`config.mk`:
```
export PLATFORM = sky130hd
export DESIGN_NAME = multi_cycle_ctrl
export DESIGN_NICKNAME = d
export VERILOG_FILES = /design/src/rtl/multi_cycle_ctrl.sv
export SDC_FILE = /design/constraint.sdc
export NUM_CORES = 1
export LEC_CHECK = 0
export BUFFER_PORTS_ARGS = -buffer_cell sky130_fd_sc_hd__buf_2
export CORE_ASPECT_RATIO = 0.7
export CORE_MARGIN = 5
export CORE_UTILIZATION = 53
export CTS_CLUSTER_DIAMETER = 40
export DETAILED_ROUTE_END_ITERATION = 10
export GPL_TIMING_DRIVEN = 0
export PLACE_DENSITY = 0.79
export SKIP_LAST_GASP = 1
export SLEW_MARGIN = 40
export SYNTH_ARGS = -nofsm -noshare
export SYNTH_HDL_FRONTEND = slang
export SYNTH_SLANG_ARGS = --single-unit
```
`constraint.sdc`:
```
create_clock -name i_clk -period 2.95 [get_ports i_clk]
set_clock_uncertainty 0.05 [all_clocks]
set_input_delay 0.4425 -clock i_clk [delete_from_list [all_inputs] [get_ports i_clk]]
set_output_delay 0.4425 -clock i_clk [all_outputs]
set_load 0.05 [all_outputs]
```
`src/rtl/multi_cycle_ctrl.sv`:
```
// ---------------------------------------------------------------------------
// multi_cycle_ctrl
//
// Control FSM for a multi-cycle MIPS datapath that shares one memory port
// between instruction fetch and data access. Moore outputs are decoded from
// the current state. The one exception is FETCH, where IR/PC loads follow
// i_mem_ready. The FSM inserts wait states on the memory handshake, can give
// up on a stuck memory and go to HALT, and traps illegal opcodes into HALT.
//
// Ports
//   i_clk            system clock, rising edge
//   i_rst_n          asynchronous active-low reset
//   i_op[5:0]        opcode field IR[31:26]
//   i_zero           ALU zero flag (consumed by the datapath's PC gating)
//   i_mem_ready      memory completes its access this cycle
//   o_pc_write       unconditional PC load
//   o_pc_write_cond  PC load if zero
//   o_iord           memory address select: 0=PC, 1=ALUOut
//   o_mem_read       memory read strobe
//   o_mem_write      memory write strobe
//   o_ir_write       IR load
//   o_mem_to_reg     write-back select: 1=MDR
//   o_reg_dst        destination select: 1=rd, 0=rt
//   o_reg_write      register file write
//   o_alu_src_a      0=PC, 1=A
//   o_alu_src_b[1:0] 00=B, 01=4, 10=signext imm, 11=signext imm<<2
//   o_alu_op[1:0]    00=add, 01=sub, 10=funct
//   o_pc_source[1:0] 00=ALU, 01=ALUOut, 10=jump target
//   o_state[3:0]     current state (debug)
//   o_halted         trap state reached
//   o_inst_count     retired-instruction counter
// ---------------------------------------------------------------------------
module multi_cycle_ctrl #(
    parameter int MEM_TIMEOUT = 15,   // wait cycles before HALT, 0 = wait forever
    parameter int CNT_W       = 32
) (
    input  logic             i_clk,
    input  logic             i_rst_n,
    input  logic [5:0]       i_op,
    input  logic             i_zero,
    input  logic             i_mem_ready,
    output logic             o_pc_write,
    output logic             o_pc_write_cond,
    output logic             o_iord,
    output logic             o_mem_read,
    output logic             o_mem_write,
    output logic             o_ir_write,
    output logic             o_mem_to_reg,
    output logic             o_reg_dst,
    output logic             o_reg_write,
    output logic             o_alu_src_a,
    output logic [1:0]       o_alu_src_b,
    output logic [1:0]       o_alu_op,
    output logic [1:0]       o_pc_source,
    output logic [3:0]       o_state,
    output logic             o_halted,
    output logic [CNT_W-1:0] o_inst_count
);

    typedef enum logic [3:0] {
        S_FETCH  = 4'd0,
        S_DECODE = 4'd1,
        S_MEMADR = 4'd2,
        S_MEMRD  = 4'd3,
        S_MEMWB  = 4'd4,
        S_MEMWR  = 4'd5,
        S_EXEC   = 4'd6,
        S_ALUWB  = 4'd7,
        S_BRANCH = 4'd8,
        S_JUMP   = 4'd9,
        S_ADDIEX = 4'd10,
        S_ADDIWB = 4'd11,
        S_HALT   = 4'd15
    } state_t;

    localparam logic [5:0] OP_RTYPE = 6'b000000;
    localparam logic [5:0] OP_LW    = 6'b100011;
    localparam logic [5:0] OP_SW    = 6'b101011;
    localparam logic [5:0] OP_BEQ   = 6'b000100;
    localparam logic [5:0] OP_J     = 6'b000010;
    localparam logic [5:0] OP_ADDI  = 6'b001000;

    localparam int WAIT_W = (MEM_TIMEOUT > 0) ? $clog2(MEM_TIMEOUT + 1) : 1;
    // The counter value seen during the last allowed wait cycle. The increment
    // on that edge would make the counter reach MEM_TIMEOUT, so the FSM leaves
    // for HALT on that same edge.
    localparam logic [WAIT_W-1:0] WAIT_LAST = WAIT_W'(MEM_TIMEOUT - 1);

    state_t            r_state;
    state_t            w_next;
    logic [WAIT_W-1:0] r_wait;
    logic [CNT_W-1:0]  r_inst_count;
    logic              w_is_wait;
    logic              w_timeout;
    logic              w_retire;

    // Raw strobes before reset gating.
    logic w_pc_write, w_pc_write_cond, w_mem_read, w_mem_write, w_ir_write, w_reg_write;

    // The zero flag qualifies o_pc_write_cond inside the datapath, so the
    // controller only carries it through the interface.
    logic w_unused_zero;
    assign w_unused_zero = i_zero;

    assign w_is_wait = (r_state == S_FETCH) || (r_state == S_MEMRD) || (r_state == S_MEMWR);
    assign w_timeout = (MEM_TIMEOUT != 0) && (r_wait == WAIT_LAST);
    // Every instruction that completes returns to FETCH. A trap or a timeout
    // goes to HALT instead, so it never counts as retired.
    assign w_retire  = (r_state != S_FETCH) && (w_next == S_FETCH);

    // NOTE: sequential state uses non-blocking assignments only, so every
    // register samples values from before the clock edge.
    always_ff @(posedge i_clk or negedge i_rst_n) begin
        if (!i_rst_n) begin
            r_state      <= S_FETCH;
            r_wait       <= '0;
            r_inst_count <= '0;
        end else begin
            r_state <= w_next;
            if (w_next != r_state) begin
                r_wait <= '0;
            end else if (w_is_wait && !i_mem_ready) begin
                r_wait <= r_wait + WAIT_W'(1);
            end
            if (w_retire) begin
                r_inst_count <= r_inst_count + CNT_W'(1);
            end
        end
    end

    // NOTE: every signal driven here gets a default first, so no path can
    // leave a value unassigned and infer a latch.
    always_comb begin
        w_next = S_HALT;
        unique case (r_state)
            S_FETCH: begin
                if (i_mem_ready)    w_next = S_DECODE;
                else if (w_timeout) w_next = S_HALT;
                else                w_next = S_FETCH;
            end
            S_DECODE: begin
                unique case (i_op)
                    OP_LW, OP_SW: w_next = S_MEMADR;
                    OP_RTYPE:     w_next = S_EXEC;
                    OP_BEQ:       w_next = S_BRANCH;
                    OP_J:         w_next = S_JUMP;
                    OP_ADDI:      w_next = S_ADDIEX;
                    default:      w_next = S_HALT;
                endcase
            end
            S_MEMADR: w_next = (i_op == OP_SW) ? S_MEMWR : S_MEMRD;
            S_MEMRD: begin
                if (i_mem_ready)    w_next = S_MEMWB;
                else if (w_timeout) w_next = S_HALT;
                else                w_next = S_MEMRD;
            end
            S_MEMWR: begin
                if (i_mem_ready)    w_next = S_FETCH;
                else if (w_timeout) w_next = S_HALT;
                else                w_next = S_MEMWR;
            end
            S_MEMWB, S_ALUWB, S_BRANCH, S_JUMP, S_ADDIWB: w_next = S_FETCH;
            S_EXEC:   w_next = S_ALUWB;
            S_ADDIEX: w_next = S_ADDIWB;
            default:  w_next = S_HALT;
        endcase
    end

    always_comb begin
        w_pc_write      = 1'b0;
        w_pc_write_cond = 1'b0;
        w_mem_read      = 1'b0;
        w_mem_write     = 1'b0;
        w_ir_write      = 1'b0;
        w_reg_write     = 1'b0;
        o_iord          = 1'b0;
        o_mem_to_reg    = 1'b0;
        o_reg_dst       = 1'b0;
        o_alu_src_a     = 1'b0;
        o_alu_src_b     = 2'b00;
        o_alu_op        = 2'b00;
        o_pc_source     = 2'b00;
        unique case (r_state)
            S_FETCH: begin
                w_mem_read  = 1'b1;
                o_alu_src_b = 2'b01;
                w_ir_write  = i_mem_ready;
                w_pc_write  = i_mem_ready;
            end
            S_DECODE: o_alu_src_b = 2'b11;
            S_MEMADR, S_ADDIEX: begin
                o_alu_src_a = 1'b1;
                o_alu_src_b = 2'b10;
            end
            S_MEMRD: begin
                w_mem_read = 1'b1;
                o_iord     = 1'b1;
            end
            S_MEMWB: begin
                w_reg_write  = 1'b1;
                o_mem_to_reg = 1'b1;
            end
            S_MEMWR: begin
                w_mem_write = 1'b1;
                o_iord      = 1'b1;
            end
            S_EXEC: begin
                o_alu_src_a = 1'b1;
                o_alu_op    = 2'b10;
            end
            S_ALUWB: begin
                w_reg_write = 1'b1;
                o_reg_dst   = 1'b1;
            end
            S_BRANCH: begin
                o_alu_src_a     = 1'b1;
                o_alu_op        = 2'b01;
                w_pc_write_cond = 1'b1;
                o_pc_source     = 2'b01;
            end
            S_JUMP: begin
                w_pc_write  = 1'b1;
                o_pc_source = 2'b10;
            end
            S_ADDIWB: w_reg_write = 1'b1;
            default: ;
        endcase
    end

    // Reset forces the state to FETCH, but FETCH itself drives a read. Gating
    // every strobe with i_rst_n drops them the instant reset asserts, so no
    // partial write can complete.
    assign o_pc_write      = w_pc_write      & i_rst_n;
    assign o_pc_write_cond = w_pc_write_cond & i_rst_n;
    assign o_mem_read      = w_mem_read      & i_rst_n;
    assign o_mem_write     = w_mem_write     & i_rst_n;
    assign o_ir_write      = w_ir_write      & i_rst_n;
    assign o_reg_write     = w_reg_write     & i_rst_n;

    assign o_state      = r_state;
    assign o_halted     = (r_state == S_HALT);
    assign o_inst_count = r_inst_count;

endmodule

```
# Word level (Yosys, flattened, before mapping)
# Index checks and enable logic that the tools add are counted.
# op_classes
addsub,2
n_mul,0
shift,0
reduce_logical,17
magnitude_cmp,0
mux,24
n_bitwise,6
eq_ne,19
div_mod_pow,0
# op_table
op,n
$add A32 B1 Y32 const B,1
$mux W4,8
$pmux W4 S8,1
$eq A4 B4 Y1 const B,6
$pmux W4 S5,1
$eq A4 B3 Y1 const B,4
$eq A6 B6 Y1 const B,2
$mux W1,9
$eq A4 B2 Y1 const B,2
$logic_not A4 Y1,2
$pmux W2 S2,2
$reduce_or A2 Y1,4
$and A1 B1 Y1,6
$eq A6 B2 Y1 const B,1
$eq A6 B3 Y1 const B,1
$eq A6 B4 Y1 const B,1
$logic_not A6 Y1,1
$pmux W2 S3,1
$reduce_or A5 Y1,1
$add A4 B1 Y4 const B,1
$eq A4 B1 Y1 const B,1
$ne A4 B4 Y1,1
$reduce_bool A4 Y1,1
$reduce_or A4 Y1,1
7 further kinds,9
# totals
ramBits,0
in_bits,10
latch_bits,0
n_memories,0
elab_cells,71
register_bits,40
rom_bits,0

# Logic depth before layout (Yosys ltp)
# Gate-level depths: netlist of run 1.
# logic_depth
ltp_word,6
mapped_depth,10
ltp_nobuf,9

# Worst setup path before layout of run 1
# OpenSTA, ideal clock, no wires.
# synth_timing
kind,reg2out
from,register r_state[3] (netlist: o_state[3])
to,output port o_pc_write_cond
t_arrival_ns,2.806
stages_incl_launch_ff,5
setup_slack_ns,-0.349
n_path_buf,1
cell_sequence,dfrtp_1 clkbuf_1 nand2b_1 nor3_1 and2_1
# synth_via
elab_chain_cells,3
# synth_lines
element,line_no,rtl
"start, declared",89,state_t r_state;
"start signal, assigned",119,r_state <= w_next;
$eq A4 B4 Y1,183,unique case (r_state)
$mux W1,183,
$and A1 B1 Y1,234,assign o_pc_write_cond = w_pc_write_cond & i_rst_n;
"end, declared",43,"output logic o_pc_write_cond,"
# Every way passes these cells.

# Worst setup path after layout of run 1
# layout_timing
from,register r_state[1] (netlist: o_state[1])
to,register r_inst_count[1] (netlist: o_inst_count[1])
# layout_via
elab_chain_cells,5
elab_cells_between_ends,17
classes_between,eq/ne: 11; mux: 1; reduce/logical: 5
# layout_lines
element,line_no,rtl
$eq A4 B4 Y1 or $eq A4 B3 Y1 (tied branches),135,unique case (r_state)
$reduce_or A5 Y1,135,
$pmux W4 S8,135,
$logic_not A4 Y1,109,assign w_retire = (r_state != S_FETCH) && (w_next == S_FETCH);
$logic_and A1 B1 Y1 *,109,
"end signal, assigned",126,r_inst_count <= r_inst_count + CNT_W'(1);
"end, declared",92,logic [CNT_W-1:0] r_inst_count;
# Every way passes the cells marked *; elsewhere a longest branch is shown, timed or not.
# A chain may end at the register's enable or synchronous reset.

==> summary.md, run 1 <==
| Metric | Value |
|---|---|
| Clk buf depth | 2 |
| Area leader, netlist | dfrtp_1 |
| Clk slew on worst S/H paths | roughly 70 ps |
| Mapped Cells | 270 |
| Gpl congestion | 0.940 |
| WP data arrival | 2860 ps |
| Post-synth top area share | 41.0% |
| Avg Inst Size Synth | approximately 9 um2 |
| Placed cell count | 386 |
| CP endpoint kind | flop |
| Hold buffer count at CTS | 0 |
| WHS | about 89 ps |
| Worst Hold Class | in -> async |
| Row count | 20 |
| RSZ-0062 raised after global routing | false |
| Period utilisation layout | 92.8% |
| Max Fclk | 365 MHz |
| Die X | 91.1 um |
| Sequential cell area | 1000 um2 |
| Req. time, crit path | 3070 ps |
| Clk root buf | clkbuf_8 |
| Ports | 63 |
| Via density | 5.74 |
| Initial antenna violation count | 0 |
| Total wire length | 6.08 mm |
| First-pass GRT wire length | around 10 mm |
| Slew Viols, Final | 0 |
| Seq/Total Area, Yosys | 41.0% |
| Synth unique cells | 41 |
| Via count | approximately 2300 |
| ANT cells | 0 |
| Slew margin rel. | between 40% and 50% |
| Non-filler cells, final | between 300 and 400 |
| Clock Sinks | 40 |
| Total track usage | between 20% and 30% |
| Area occupied by multi-input gates | 1340 um2 |
| Starting density of the core | 55.4% |
| Ys flop type | dfrtp_1 |
| H-tree levels | 2 |
| Detail Route Antenna Nets | 0 |
| P_leak | between 1 and 1.5 nW |
| Grt ovf | 0 |
| Hold Vio Cnt, Final | 0 |
| Post-route cell area | 2920 um2 |
| PwrDens | 917 nW/um2 |
| Count leader, synth | dfrtp_1 |
| Pin count of the biggest net entering global routing | 46 |
| Post-CTS setup buffer count | 0 |
| Fraction of registers with async set/reset | between 90% and 100% |
| Area Overhead vs Synth | 19.9% |
| DR DRC count | 0 |
| Worst setup SP type | flop |
| Share of layout cells above drive strength 1 | 27.5% |
| DR pass1 iterations | 4 |
| Synth Cell Area | between 2000 and 2500 um2 |
| Flops & latches, synth | 40 |
| Die Y-Extent | approximately 67 um |
| Most instantiated cells after synthesis | dfrtp_1, nor2_1, xor2_1, nand2_1, nor3_1 |
| Setup violations, final | 0 |
| Syn nets | 283 |
| Cells resized by post-CTS repair | 0 |
| Outcome | completed |
| Fill count | 371 |
| Latest clock arrival within the worst-skew pair | about 280 ps |
| DRT iter0 DRCs | 203 |
| Synth warnings | 0 |
| # Max-Cap Violations | 0 |
| Area after DPL | 2830 um2 |
| Worst-Margin Slew | 771 ps |
| TritonCTS clock tree | yes |
| Fin crit period | 2740 ps |
| Number of global-route vias before repair | 2043 |
| CTS Buf Count | 5 |
| Ranking of synthesized cells by area | dfrtp_1, xor2_1, nor4_2 |
| Core area | 4400 um2 |
| Die area | ~6100 um2 |
| Wire per inst | 15.5 um |
| Number of synthesized flops with an enable pin | 0 |
| Setup TNS | 0 ps |
| WS Path Type | reg -> reg |
| VDD IR-drop max | 0.529 mV |
| Port Buffers | between 60 and 70 |
| Hpwl dp | 4.60 mm |
| Peak fanout along the critical path | 10 |
| Nets | 351 |
==> state kept, by name, indices dropped and copies added (netlist names) <==
signal        cells
o_state           4
o_inst_count     32
r_wait            4
==> layout by cell type (no fill, tap or decap), drive strengths merged, types with 7 or more instances in the layout <==
cell,n
dfrtp,40
xnor2,11
xor2,26
nor2,30
nand2,25
buf,68
inv,14
nand3,14
a21oi,7
clkbuf,13
nor4,17
nand2b,7
nor3,20
==> metrics by stage <==
stage,total power [W],setup slack (ps),util (%)
2_1_floorplan,0.00193,1.90,-
3_3_place_gp,0.00227,247,64.1
3_5_place_dp,0.00229,206,64.2
4_1_cts,0.00267,271,66.4
5_1_grt,0.00283,55.9,66.4
6_report,0.00268,211,66.4
==> cell families after synthesis <==
kind of cell,share of synthesized area (%)
AND/OR/NAND/NOR,31.7
flip-flops,41.0
XOR/XNOR,13.3
buffers and inverters,4.67
AO/OA/AOI/OAI,6.88
adder cells (fa/ha/maj),1.54
multiplexers,0.872
==> power breakdown <==
group	switching [W]	total (W)	internal, W
clock	0.000176	0.000384	0.000208
sequential	0.000100	0.000718	0.000618
combinational	0.00115	0.00158	0.000425
total	0.00143	0.00268	0.00125
==> path summary, 6_finish.rpt <==
path | start | to | slack, ps | depth (start not counted)
min reg2reg | o_inst_count[31] | o_inst_count[31] | 420 | 1
max | o_state[1] | o_inst_count[1] | 210 | 7
min in group i_clk | o_inst_count[31] | o_inst_count[31] | 420 | 1
max in group asynchronous | i_rst_n | o_inst_count[22] | 2380 | 1
max reg2reg | o_state[1] | o_inst_count[1] | 210 | 7
min | i_rst_n | r_wait[2] | 90 | 1
==> layout make-up <==
| type | count | area share, % |
|---|---|---|
| flip-flops and latches | 40 | 34.2 |
| inverters | 14 | 1.80 |
| multi-input cells | 203 | 45.7 |
| repair buffers | 61 | 10.5 |
| plain buffers | 13 | 2.10 |
| clock buffers | 7 | 3.30 |
| well taps | 55 | 2.35 |
==> worst max-delay path, cell delays in order (launching register included) <==
cell	delay (ps)
dfrtp_1	430
buf_2	210
nor4b_1	660
a221oi_1	220
and3_1	270
nand4_2	160
buf_2	250
mux2_2	360
==> layer usage <==
| layer | track usage (%) | routed length (um) | up-vias |
|---|---|---|---|
| li1 | - | - | 1076 |
| met1 | 29.0 | 2850 | 1081 |
| met2 | 32.8 | 2790 | 83 |
| met3 | 4.74 | 379 | 14 |
| met4 | 4.21 | 66 | 0 |
| met5 | 0 | 0 | - |
Power figures use the tool's default switching activity.
==> run 2: changes to the inputs <==
CORE_MARGIN = 4   (was 5)
==> run 2 against run 1 <==
Compared with the run above:
- wire length fell by 6.5%
- worst hold slack improved by 3.6 ps
- worst setup slack improved by 62 ps
- sequential power fell by 0.6%
- register-to-register slack improved by 60 ps
- utilization rose by 0.38 points
- power fell by 1.3%
- critical path depth rose by 1
- design area did not move
- first-iteration DRC count fell by 11%
- critical path type unchanged
- critical endpoint unchanged
- largest cell class unchanged
- highest routed layer unchanged
==> summary.md, run 2 (same netlist as run 1, synthesis figures left out) <==
| Metric | Value |
|---|---|
| Outcome | completed |
| Gpl congestion | 0.949 (+0.96%) |
| Clk buf depth | 2 (unchanged) |
| Wire per inst | 14.4 um (-6.7%) |
| Total track usage | 20.9% (+0.30 points) |
| WHS | 92.1 ps (+3.60 ps) |
| Total wire length | 5.69 mm (-6.5%) |
| Worst Hold Class | in -> async |
| Combinational Power Share | 59.3% (+0.4 points) |
| Commonest non-fill, non-tap cells in the layout | buf_2, dfrtp_1, nor2_1 |
| VDD IR-drop max | 0.544 mV (+2.8%) |
| Slew margin rel. | 46.6% (-1.2 points) |
| Worst setup SP type | flop |
| Die area | 5770 um2 (-5.1%) |
| Setup violations, final | 0 (unchanged) |
| First-pass GRT wire length | 9.67 mm (-4.6%) |
| WP data arrival | 2800 ps (-60 ps) |
| Max FFs per register | 32 (unchanged) |
| RSZ-0062 raised after global routing | false |
| Die Y-Extent | 64.8 um (-3.0%) |
| CTS Buf Count | 5 (unchanged) |
| PwrDens | 906 nW/um2 (-1.3%) |
| Clock Sinks | 40 (unchanged) |
| Slew Viols, Final | 0 (unchanged) |
| Req. time, crit path | 3070 ps (about the same) |
| Grt ovf | 0 (unchanged) |
| Internal | 0.00124 W (-1.3%) |
| Ports | 63 (unchanged) |
| Pin count of the biggest net entering global routing | 46 (unchanged) |
| Switching share of power | 53.3% (about the same) |
| DR DRC count | 0 (unchanged) |
| Peak fanout along the critical path | 10 (unchanged) |
| P_leak | 1.44 nW (about the same) |
| Max Fclk | 374 MHz (+2.3%) |
| Via density | 5.60 (-2.4%) |
| Die X | 89.1 um (-2.2%) |
| Detail Route Antenna Nets | 0 (unchanged) |
| Fin crit period | 2680 ps (-61.6 ps) |
| Clk pwr share | 13.7% (-0.6 points) |
| DR pass1 iterations | 4 (unchanged) |
| Hold buffer count at CTS | 0 (unchanged) |
| Initial antenna violation count | 0 (unchanged) |
| Nets | 351 (unchanged) |
| Clk root buf | clkbuf_8 |
| Area Overhead vs Synth | 19.9% (unchanged) |
| Hpwl dp | 4.41 mm (-4.1%) |
| Part of the power in registers | 27.0% (+0.2 points) |
| Row count | 20 (unchanged) |
| H-tree levels | 2 (unchanged) |
| Hold Vio Cnt, Final | 0 (unchanged) |
| Worst-Margin Slew | 789 ps (+17.9 ps) |
| NetSw | 0.00141 W (-1.3%) |
| TritonCTS clock tree | yes |
| Area after DPL | 2830 um2 (unchanged) |
| Clk slew on worst S/H paths | 70 ps (about the same) |
| Setup TNS | 0 ps (unchanged) |
| Latest clock arrival within the worst-skew pair | 280 ps (about the same) |
| Core area | 4380 um2 (-0.57%) |
| DRT iter0 DRCs | 181 (-11%) |
| # Max-Cap Violations | 0 (unchanged) |
| ANT cells | 0 (unchanged) |
| Via count | 2206 (-2.1%) |
| Number of global-route vias before repair | 2076 (+1.6%) |
| Most common cell after layout, fill and taps aside | buf_2 |
| CP endpoint kind | flop |
| Starting density of the core | 55.7% (+0.32 points) |
| WS Path Type | reg -> reg |
| Share of layout cells above drive strength 1 | 27.4% (-0.081 points) |
| Post-route cell area | 2920 um2 (unchanged) |
| Period utilisation layout | 90.8% (-2.1 points) |
| Port Buffers | 61 (unchanged) |
run 2: final cells by class:
type / count / area (um2)
fillers: 367 / 1460
multi-input cells: 203 / 1340
flip-flops and latches: 40 / 1000
repair buffers: 61 / 308
clock buffers: 8 / 90.1
well taps: 55 / 68.8
plain buffers: 13 / 61.3
inverters: 14 / 52.6
run 2: what timing repair did:
| action | CTS | global route |
|---|---|---|
| setup endpoints to repair | 0 | 11 |
| setup buffers | 0 | 0 |
| gates resized for setup | 0 | 1 |
run 2: worst paths after layout:
| kind | start | endpoint | slack, ps | cells past startpoint |
|---|---|---|---|---|
| setup reg to reg | o_state[1] | o_inst_count[1] | 270 | 8 |
| hold / removal | i_rst_n | o_inst_count[25] | 90 | 1 |
| hold reg to reg | o_inst_count[31] | o_inst_count[31] | 410 | 1 |
| min in group i_clk | o_inst_count[31] | o_inst_count[31] | 410 | 1 |
| setup / recovery | o_state[1] | o_inst_count[1] | 270 | 8 |
| max in group asynchronous | i_rst_n | r_wait[1] | 2390 | 1 |
run 2: through the flow:
stage	util (%)	power [W]	std cells	setup WS (ps)
CTS	66.6	0.00265	394	221
floorplan	-	0.00193	270	1.90
global placement	64.5	0.00226	386	223
finish	66.7	0.00265	394	273
detailed placement	64.5	0.00228	386	156
global route	66.7	0.00281	394	53.1
run 2: critical path: stages, from the launching register on:
cell	delay, ps
dfrtp_1	420
buf_2	200
nor4b_1	670
nand3b_1	180
o311ai_0	160
nor3_1	110
nand4_2	180
buf_2	250
mux2_2	350
run 2: per-layer routing:
metal | part of all wire [%] | global-route usage, %
met1 | 47 | 31.4
met2 | 46 | 31.8
met3 | 6.8 | 4.57
met4 | 0.35 | 2.97
met5 | 0 | 0
run 2: power by group through the flow:
stage / logic [W] / registers (W) / clock network (W)
after global placement: 0.00154 / 0.000719 / 0
final: 0.00157 / 0.000714 / 0.000364
after floorplan: 0.00101 / 0.000920 / 0
after CTS: 0.00156 / 0.000714 / 0.000374
after detailed placement: 0.00156 / 0.000724 / 0
after global routing: 0.00169 / 0.000728 / 0.000394
==> run 3: changes to the inputs <==
MAX_ROUTING_LAYER = met4   (was not set)
==> run 3 against run 2 <==
Compared with the run above:
- maximum frequency shrank 3.8%
- clock power grew 6.3%
- register-to-register slack lost 110 ps
- flip-flop and latch count is the same
- clock-buffer cell count shrank 1
- combinational power is essentially flat
- via count grew 1.7%
- critical path type unchanged
- largest cell class unchanged
- wire length grew 2.3%
- design area is the same
- power grew 1.2%
- critical endpoint is now o_inst_count[7]
- critical path depth grew 2
- die area is the same
==> summary.md, run 3 (same netlist as run 1, synthesis figures left out) <==
| Metric | Value |
|---|---|
| Port Buffers | 61 (unchanged) |
| Initial antenna violation count | 0 (unchanged) |
| Clk buf depth | 2 (unchanged) |
| Worst setup SP type | flop |
| PwrDens | 916 nW/um2 (+1.2%) |
| Req. time, crit path | 3110 ps (+40 ps) |
| WP data arrival | 2950 ps (+150 ps) |
| Hold buffer count at CTS | 0 (unchanged) |
| Grt ovf | 0 (unchanged) |
| VDD IR-drop max | 0.615 mV (+13%) |
| Max FFs per register | 32 (unchanged) |
| Wire per inst | 14.8 um (+2.6%) |
| Post-layout util | 66.7% (unchanged) |
| Latest clock arrival within the worst-skew pair | 290 ps (about the same) |
| Slew margin rel. | 52.5% (+5.9 points) |
| Setup violations, final | 0 (unchanged) |
| # Max-Cap Violations | 0 (unchanged) |
| Pin count of the biggest net entering global routing | 46 (unchanged) |
| Setup TNS | 0 ps (unchanged) |
| DR DRC count | 0 (unchanged) |
| Period utilisation layout | 94.4% (+3.6 points) |
| Non-filler cells, final | 393 (-0.25%) |
| Number of global-route vias before repair | 2075 (-0.048%) |
| Worst-Margin Slew | 702 ps (-87.4 ps) |
| Detail Route Antenna Nets | 0 (unchanged) |
| WP buf/inv | 2 (unchanged) |
| Via count | 2243 (+1.7%) |
| CP endpoint kind | flop |
| Via density | 5.71 (+1.9%) |
| P_leak | 1.44 nW (about the same) |
| Hold Vio Cnt, Final | 0 (unchanged) |
| TritonCTS clock tree | yes |
| Gpl congestion | 0.956 (+0.79%) |
| ANT cells | 0 (unchanged) |
| Post-CTS setup buffer count | 0 (unchanged) |
| Row count | 20 (unchanged) |
| CP top delay family | simple AND/OR/NAND/NOR gates |
| Peak fanout along the critical path | 10 (unchanged) |
| Clk slew on worst S/H paths | 70 ps (about the same) |
| Die X | 89.1 um (unchanged) |
| Clk root buf | clkbuf_8 |
| Worst Hold Class | in -> async |
| Die Y-Extent | 64.8 um (unchanged) |
| DRT iter0 DRCs | 185 (+2.2%) |
| Most common cell after layout, fill and taps aside | buf_2 |
| Slew Viols, Final | 0 (unchanged) |
| Hpwl dp | 4.38 mm (-0.69%) |
| Crit path setup slack, layout | 166 ps (-107 ps) |
| CTS Buf Count | 5 (unchanged) |
| Area Overhead vs Synth | 19.9% (unchanged) |
| H-tree levels | 2 (unchanged) |
| Total track usage | 22.1% (+1.2 points) |
| Placed cell count | 386 (unchanged) |
| CP max-delay cell | a221oi_1 |
| Commonest non-fill, non-tap cells in the layout | buf_2, dfrtp_1, nor2_1 |
| Ports | 63 (unchanged) |
| R2R Setup Slk | 170 ps (-110 ps) |
| Core area | 4380 um2 (unchanged) |
| Crit-path cells | inv_1 > ha_1 > nand3_1 > nor2_1 > a221oi_1 > and3_1 > nand4_2 > buf_2 > nor3_1 > xor2_1 |
| Outcome | completed |
| Place WS | 184 ps (+27.6 ps) |
| WS Path Type | reg -> reg |
| Nets | 351 (unchanged) |
| First-pass GRT wire length | 9.78 mm (+1.1%) |
| Max Fclk | 359 MHz (-3.8%) |
| Clock Sinks | 40 (unchanged) |
| Total wire length | 5.82 mm (+2.3%) |
| Starting density of the core | 55.7% (unchanged) |
| Slowest cell delay on critical path | 430 ps (-240 ps) |
| Cells resized by post-CTS repair | 0 (unchanged) |
| Die area | 5770 um2 (unchanged) |
| DR pass1 iterations | 4 (unchanged) |
| Fin crit period | 2780 ps (+107 ps) |
| Share of layout cells above drive strength 1 | 27.5% (+0.081 points) |
| RSZ-0062 raised after global routing | false |
run 3: changes by cell type in the layout (fill, tap and decap cells not counted):
cell / change
clkbuf_1: -2
a221oi_2: -1
a221oi_1: +1
clkbuf_8: +1
run 3: stage by stage:
step	instance area [um2]	hold WS (ps)	power (W)
6_report	2920	67.5	0.00268
5_1_grt	2920	129	0.00284
4_1_cts	2920	98.9	0.00267
3_5_place_dp	2830	408	0.00228
3_3_place_gp	2820	402	0.00227
2_1_floorplan	2450	96.9	0.00193
run 3: final cells by class:
| type | instances | area (um2) |
|---|---|---|
| Inverter | 14 | 52.6 |
| Sequential cell | 40 | 1000 |
| Clock buffer | 7 | 96.3 |
| Fill cell | 379 | 1460 |
| Timing Repair Buffer | 61 | 308 |
| Buffer | 13 | 61.3 |
| Tap cell | 55 | 68.8 |
| Multi-Input combinational cell | 203 | 1340 |
run 3: path summary, 6_finish.rpt:
path / startpoint / to / cells past startpoint
setup / recovery: r_wait[0] / o_inst_count[7] / 10
min in group i_clk: o_inst_count[31] / o_inst_count[31] / 1
hold reg to reg: o_inst_count[31] / o_inst_count[31] / 1
hold / removal: i_rst_n / o_inst_count[25] / 1
max in group asynchronous: i_rst_n / o_inst_count[7] / 1
setup reg to reg: r_wait[0] / o_inst_count[7] / 10
run 3: per-layer routing:
metal  track usage (%)  part of all wire (%)
met5                 -                     0
met4              5.76                   1.1
met3              4.57                   7.1
met2              31.4                    45
met1              32.3                    47
run 3: power by group:
part           switching (W)  internal, W
logic                0.00115     0.000425
clock network       0.000179     0.000208
registers          0.0000955     0.000619
